**src/rtl/papu_codec_serdes.sv**
```systemverilog
// Codec-side serializer/deserializer for the PAPU audio path: generates BCLK/LRCK,
// shifts each mixer word onto both DAC slots and captures the left ADC slot.
module papu_codec_serdes #(
    parameter int BCLK_DIV = 16
) (
    input  logic        clk,
    input  logic        reset_n,
    input  logic [15:0] audio_output,
    output logic        sample_req,
    output logic [15:0] audio_input,
    output logic        sample_end,
    output logic        aud_bclk,
    output logic        aud_daclrck,
    output logic        aud_dacdat,
    output logic        aud_adclrck,
    input  logic        aud_adcdat
);
    // A width of at least one bit keeps BCLK_DIV=1 legal (counter pinned at 0).
    localparam int            DW      = (BCLK_DIV > 1) ? $clog2(BCLK_DIV) : 1;
    localparam logic [DW-1:0] DIV_MAX = DW'(BCLK_DIV - 1);

    logic [DW-1:0] div_cnt;
    logic [4:0]    bit_cnt;
    logic [4:0]    bit_nxt;
    logic [15:0]   tx_word;
    logic [15:0]   rx_shift;
    logic          tick;
    logic          rise;
    logic          fall;

    assign tick        = (div_cnt == DIV_MAX);
    assign rise        = tick & ~aud_bclk;
    assign fall        = tick & aud_bclk;
    assign bit_nxt     = bit_cnt + 5'd1;
    assign aud_adclrck = aud_daclrck;

    always_ff @(posedge clk or negedge reset_n) begin
        if (!reset_n) begin
            div_cnt  <= '0;
            aud_bclk <= 1'b0;
        end else if (tick) begin
            div_cnt  <= '0;
            aud_bclk <= ~aud_bclk;
        end else begin
            div_cnt  <= div_cnt + DW'(1);
        end
    end

    // DAC side: everything moves on the BCLK falling edge so data is stable at the rise.
    always_ff @(posedge clk or negedge reset_n) begin
        if (!reset_n) begin
            bit_cnt     <= '0;
            aud_daclrck <= 1'b0;
            aud_dacdat  <= 1'b0;
            tx_word     <= '0;
            sample_req  <= 1'b0;
            sample_end  <= 1'b0;
            audio_input <= '0;
        end else begin
            sample_req <= fall & (bit_nxt == 5'd31);
            sample_end <= fall & (bit_nxt == 5'd16);
            if (fall) begin
                bit_cnt     <= bit_nxt;
                aud_daclrck <= bit_nxt[4];
                if (bit_nxt == 5'd0) begin
                    tx_word    <= audio_output;
                    aud_dacdat <= audio_output[15];
                end else begin
                    aud_dacdat <= tx_word[4'd15 - bit_nxt[3:0]];
                end
                if (bit_nxt == 5'd16)
                    audio_input <= rx_shift;
            end
        end
    end

    // ADC side: sample on BCLK rise during the left slot only.
    always_ff @(posedge clk or negedge reset_n) begin
        if (!reset_n)
            rx_shift <= '0;
        else if (rise && !bit_cnt[4])
            rx_shift <= {rx_shift[14:0], aud_adcdat};
    end

endmodule

```
**config.mk**
```make
export PLATFORM = sky130hd
export DESIGN_NAME = papu_codec_serdes
export DESIGN_NICKNAME = d
export VERILOG_FILES = /design/src/rtl/papu_codec_serdes.sv
export SDC_FILE = /design/constraint.sdc
export NUM_CORES = 1
export LEC_CHECK = 0
export BUFFER_PORTS_ARGS = -buffer_cell sky130_fd_sc_hd__buf_2
export CAP_MARGIN = 30
export CORE_MARGIN = 5
export CORE_UTILIZATION = 35
export DETAILED_ROUTE_END_ITERATION = 10
export GPL_TIMING_DRIVEN = 0
export PLACE_DENSITY = 0.64
export SKIP_CTS_REPAIR_TIMING = 1
export SYNTH_ARGS = -nofsm -noshare
export SYNTH_HDL_FRONTEND = slang
export SYNTH_SLANG_ARGS = --single-unit
```
**constraint.sdc**
```tcl
create_clock -name clk -period 3.5 [get_ports clk]
set_input_delay 0.35 -clock clk [delete_from_list [all_inputs] [get_ports clk]]
set_output_delay 0.35 -clock clk [all_outputs]
set_load 0.005 [all_outputs]
```
# After elaboration in Yosys (flattened, before gate mapping)
# Index checks and enable logic that the tools add are counted.
[classes]
add_sub_neg = 3
bitwise = 5
n_eq_ne = 3
mux = 4
n_lt_le_gt_ge = 1
n_reduce_logical = 5
[op_table]
columns = ["cell", "n"]
rows = [
  ["5-bit equality test, second input constant", 2],
  ["5-bit by 1-bit adder with 5-bit output, second input constant", 1],
  ["5-bit zero test", 1],
  ["4-bit by 5-bit less-than comparator with 1-bit output, second input constant", 1],
  ["4-bit by 1-bit adder with 4-bit output, second input constant", 1],
  ["1-bit bitwise AND", 4],
  ["1-bit binary-select mux with 4-bit select", 1],
  ["4-bit equality test, second input constant", 1],
  ["4-bit 2-to-1 mux", 1],
  ["2-bit AND reduction", 2],
  ["4-bit subtractor, first input constant", 1],
  ["1-bit 2-to-1 mux", 2],
  ["1-bit logical AND", 1],
  ["1-bit zero test", 1],
  ["1-bit NOT", 1],
]
[totals]
output_inout_bits = 22
in_bits = 19
register_bits = 62
elab_cells = 31

# Depth between registers and ports, before layout
[depth]
word_depth = 5
ltp_mapped = 8
mapped_depth_nobuf = 7

# Least setup slack after synthesis
# No wires, ideal clock.
[synth_path]
path_kind = "reg2reg"
start = "register bit_cnt[1]"
end = "register audio_input[10]"
t_arrival_ns = 2.035
required_ns = 3.375
path_stages_with_launch = 9
n_path_buf = 2
synth_period_minus_slack_ns = 2.160
setup_slack_ns = 1.340
path_cell_list = "dfrtp_1 > ha_1 > or2_2 > nor2_1 > o21ai_1 > or3_1 > buf_6 > buf_12 > mux2_4"
[synth_between]
elab_chain_len = 3
[synth_rtl]
columns = ["element", "line_no", "source"]
rows = [
  ["from (decl)", "23", "logic [4:0] bit_cnt;"],
  ["from (signal assigned)", "63", "bit_cnt <= bit_nxt;"],
  ["5-bit by 1-bit adder with 5-bit output", "34", "assign bit_nxt = bit_cnt + 5'd1;"],
  ["5-bit equality test", "71", "if (bit_nxt == 5'd16)"],
  ["2-bit AND reduction (no line)", "--", ""],
  ["to (signal assigned)", "72", "audio_input <= rx_shift;"],
  ["to (decl)", "10", "output logic [15:0] audio_input,"],
]
# Every way passes these cells.
# A chain may end at the register's enable or synchronous reset.

# Worst setup path in the final report
[layout_path]
start = "register bit_cnt[1]"
end = "register tx_word[1]"
[layout_between]
elab_chain_len = 3
[layout_rtl]
columns = ["element", "line_no", "source"]
rows = [
  ["5-bit by 1-bit adder with 5-bit output", "34", ""],
  ["5-bit zero test", "65", "if (bit_nxt == 5'd0) begin"],
  ["2-bit AND reduction (no line)", "--", ""],
  ["to (signal assigned)", "66", "tx_word <= audio_output;"],
  ["to (decl)", "25", "logic [15:0] tx_word;"],
]
# Every way passes these cells.

==> run metrics <==
outcome finished, violations left; violations in the final reports negative hold slack; Die Span X 98.3 um; fraction of final layout cells sized beyond drive strength 1 between 40% and 50%; buffers added on ports 40; Critical Path Source Type register; global-route congestion overflow total 0; sink count of the clock tree 61; total area of multi-input combinational cells 1070 um2; power per cell area 419 nW/um2; Total Nets Final 258; Required @ worst endpoint 3.71 ns; share of synthesized area occupied by flip-flops and latches 55.9%; post-route cell area 3270 um2; wire length of the first global-routing pass 7.56 mm; highest clock rate 421 MHz; vias in the first global route 1561; filler instances 730; Cells after Synth 183; total core area 7650 um2; Final HPWL DP 3.17 mm; die boundary height 98.3 um; Post-Place Cell Area 3080 um2; starting density of the core 35.7%; Worst Hold Slack -0.00757 ns; DRC Markers 0; # rows 32; Worst Clk Skew 0.00685 ns; CTS tree done; cell area after synthesis 2730 um2; final setup violation count 0; number of buffers created by CTS 9; crit path max fanout 10; slew at the pin closest to its max-slew limit 0.527 ns; type of element capturing the critical path register; # Max-Cap Violations 0; max-slew violation total from the final report 0; number of top-level pins slightly above 40; clock period minus worst slack 2.37 ns; mean instance size in the synthesized netlist around 15 um2; area grow syn2layout 19.8%; post-route clock period utilization ~68%; final routed wirelength across all metal layers ~4.4 mm; Post-Syn Nets between 200 and 250; global-route usage over all layers ~9.9%; Vias/cell 4.57; Synth Register Bits 61; leakage power summed over all cells 0.00167 uW; antenna-violating nets left 0; sequential cell area 1530 um2; post-route setup TNS 0 ns; root cell of the clock tree sky130_fd_sc_hd__clkbuf_8; clock slew at the register clock pins of the worst setup and hold paths 0.07 ns; crit path setup slack, layout between 1 and 1.5 ns; post-synth cell types 34; critical setup path kind register to register; Antenna Diode Count 0; Final Hold Viols 11; Slew headroom between 60 and 70%; total number of vias 1562; most common cell after layout, fill and taps aside sky130_fd_sc_hd__dfrtp_1; Die Area 9660 um2; Routability Congestion 0.684; CTS max path bufs 2; DRT iter0 DRCs 15; unrepaired setup endpoints after global routing no; maximum ir drop on the vdd rail 0.000236 V; path class of the lowest-slack min-delay path input port to asynchronous set/reset pin; commonest cells after routing, fill and taps aside 61 x sky130_fd_sc_hd__dfrtp_1, 40 x sky130_fd_sc_hd__buf_2, 29 x sky130_fd_sc_hd__mux2_2, 19 x sky130_fd_sc_hd__mux2_4, 9 x sky130_fd_sc_hd__clkbuf_8; clock insertion delay at the later pin of the skew report between 0.3 and 0.4 ns; Yosys Warn Count 0; antenna violations before repair 0; post-placement worst setup slack approximately 1.1 ns; mean routed wirelength per cell 12.9 um; first drt pass iteration count 4; maximum level of the CTS H-tree 3; WP data arrival 2.59 ns; maximum number of pins on one net before global-route repair 41
[sequential cells by signal, summed over array words and instances (netlist names)]
name,cells
audio_input,16
rx_shift,16
tx_word,16
bit_cnt,4
div_cnt,4
aud_adclrck,1
aud_bclk,1
aud_dacdat,1
sample_end,1
sample_req,1
[worst max-delay path, cell delays in order, from the launching register on]
cell and delay, ns:
sky130_fd_sc_hd__dfrtp_1 0.48, sky130_fd_sc_hd__ha_1 0.35, sky130_fd_sc_hd__nand3_1 0.15, sky130_fd_sc_hd__xor2_1 0.24, sky130_fd_sc_hd__o211ai_1 0.19, sky130_fd_sc_hd__or2_1 0.26, sky130_fd_sc_hd__buf_6 0.14, sky130_fd_sc_hd__buf_6 0.15
sky130_fd_sc_hd__mux2_4 0.30
[cells in the mapped netlist (all sizes together)]
cell	instances	area (um2)
a2111oi	1	8.76
a21boi	1	7.51
a21oi	3	15.0
and3	1	6.26
and3b	1	8.76
buf	8	104
clkbuf	2	8.75
dfrtp	61	1530
ha	4	50.1
inv	4	15.0
mux2	48	612
mux2i	4	40.0
mux4	4	90.1
nand2	7	28.8
nand3	5	25.0
nor2	6	22.5
nor2b	2	12.5
nor3	2	10.0
nor4b	1	8.76
o211ai	1	7.51
o21ai	5	25.0
o31ai	1	7.51
o32ai	1	8.76
or2	2	12.5
or3	1	6.26
xnor2	2	17.5
xor2	5	43.8
[metal layers]
layer  vias up  global-route usage (%)  part of all wire (%)
li1        753                       -                     -
met5         -                       0                     0
met4         0                    3.78                   1.7
met3         8                    4.93                   8.0
met1       757                    12.6                    45
met2        44                    14.5                    45
[kinds of logic (layout without fill, tap and decap cells)]
group / count (synthesis) / count (layout) / share of synthesized area, %
xor+xnor: 7 / 7 / 2.25
buf+inv: 14 / 71 / 4.68
flops: 61 / 61 / 55.9
simple gates: 28 / 28 / 5.18
compound gates: 13 / 13 / 2.93
fa+ha+maj: 4 / 4 / 1.83
mux: 56 / 56 / 27.2
[power by group]
part           switching (uW)  internal [uW]  total (uW)
registers                6.54            717         723
logic                    21.3           26.1        47.5
clock network             271            327         598
total                     299           1070        1370
[metrics by stage]
step | total power (uW) | hold slack (ns) | utilization (%) | instances
floorplan | 754 | 0.0544 | - | 183
global placement | 781 | 0.460 | 40.0 | 325
detailed placement | 786 | 0.360 | 40.2 | 326
CTS | 1400 | -0.00475 | 42.7 | 342
global route | 1430 | 0.0202 | 42.7 | 342
finish | 1370 | -0.00757 | 42.7 | 342
[final cells by class]
| cell class | count | share of cell area [%] |
|---|---|---|
| Sequential cell | 61 | 46.7 |
| Buffer | 10 | 3.45 |
| Tap cell | 102 | 3.91 |
| Clock buffer | 10 | 3.91 |
| Inverter | 4 | 0.459 |
| Multi-Input combinational cell | 108 | 32.9 |
| Timing Repair Buffer | 41 | 6.74 |
| Clock inverter | 6 | 1.95 |
[final timing paths]
check | end | slack (ns) | cells after the start | startpoint
min in group clk | tx_word[8]$_DFFE_PN0P_ | 0.24 | 2 | audio_output[8]
max in group asynchronous | tx_word[10]$_DFFE_PN0P_ | 2.92 | 2 | reset_n
worst max-delay path | tx_word[1]$_DFFE_PN0P_ | 1.13 | 8 | bit_cnt[1]$_DFFE_PN0P_
worst max register to register | tx_word[1]$_DFFE_PN0P_ | 1.13 | 8 | bit_cnt[1]$_DFFE_PN0P_
worst min register to register | div_cnt[0]$_DFF_PN0_ | 0.49 | 1 | div_cnt[0]$_DFF_PN0_
worst min-delay path | rx_shift[3]$_DFFE_PN0P_ | -0.008 | 1 | reset_n
(Power assumes the default switching activity.)
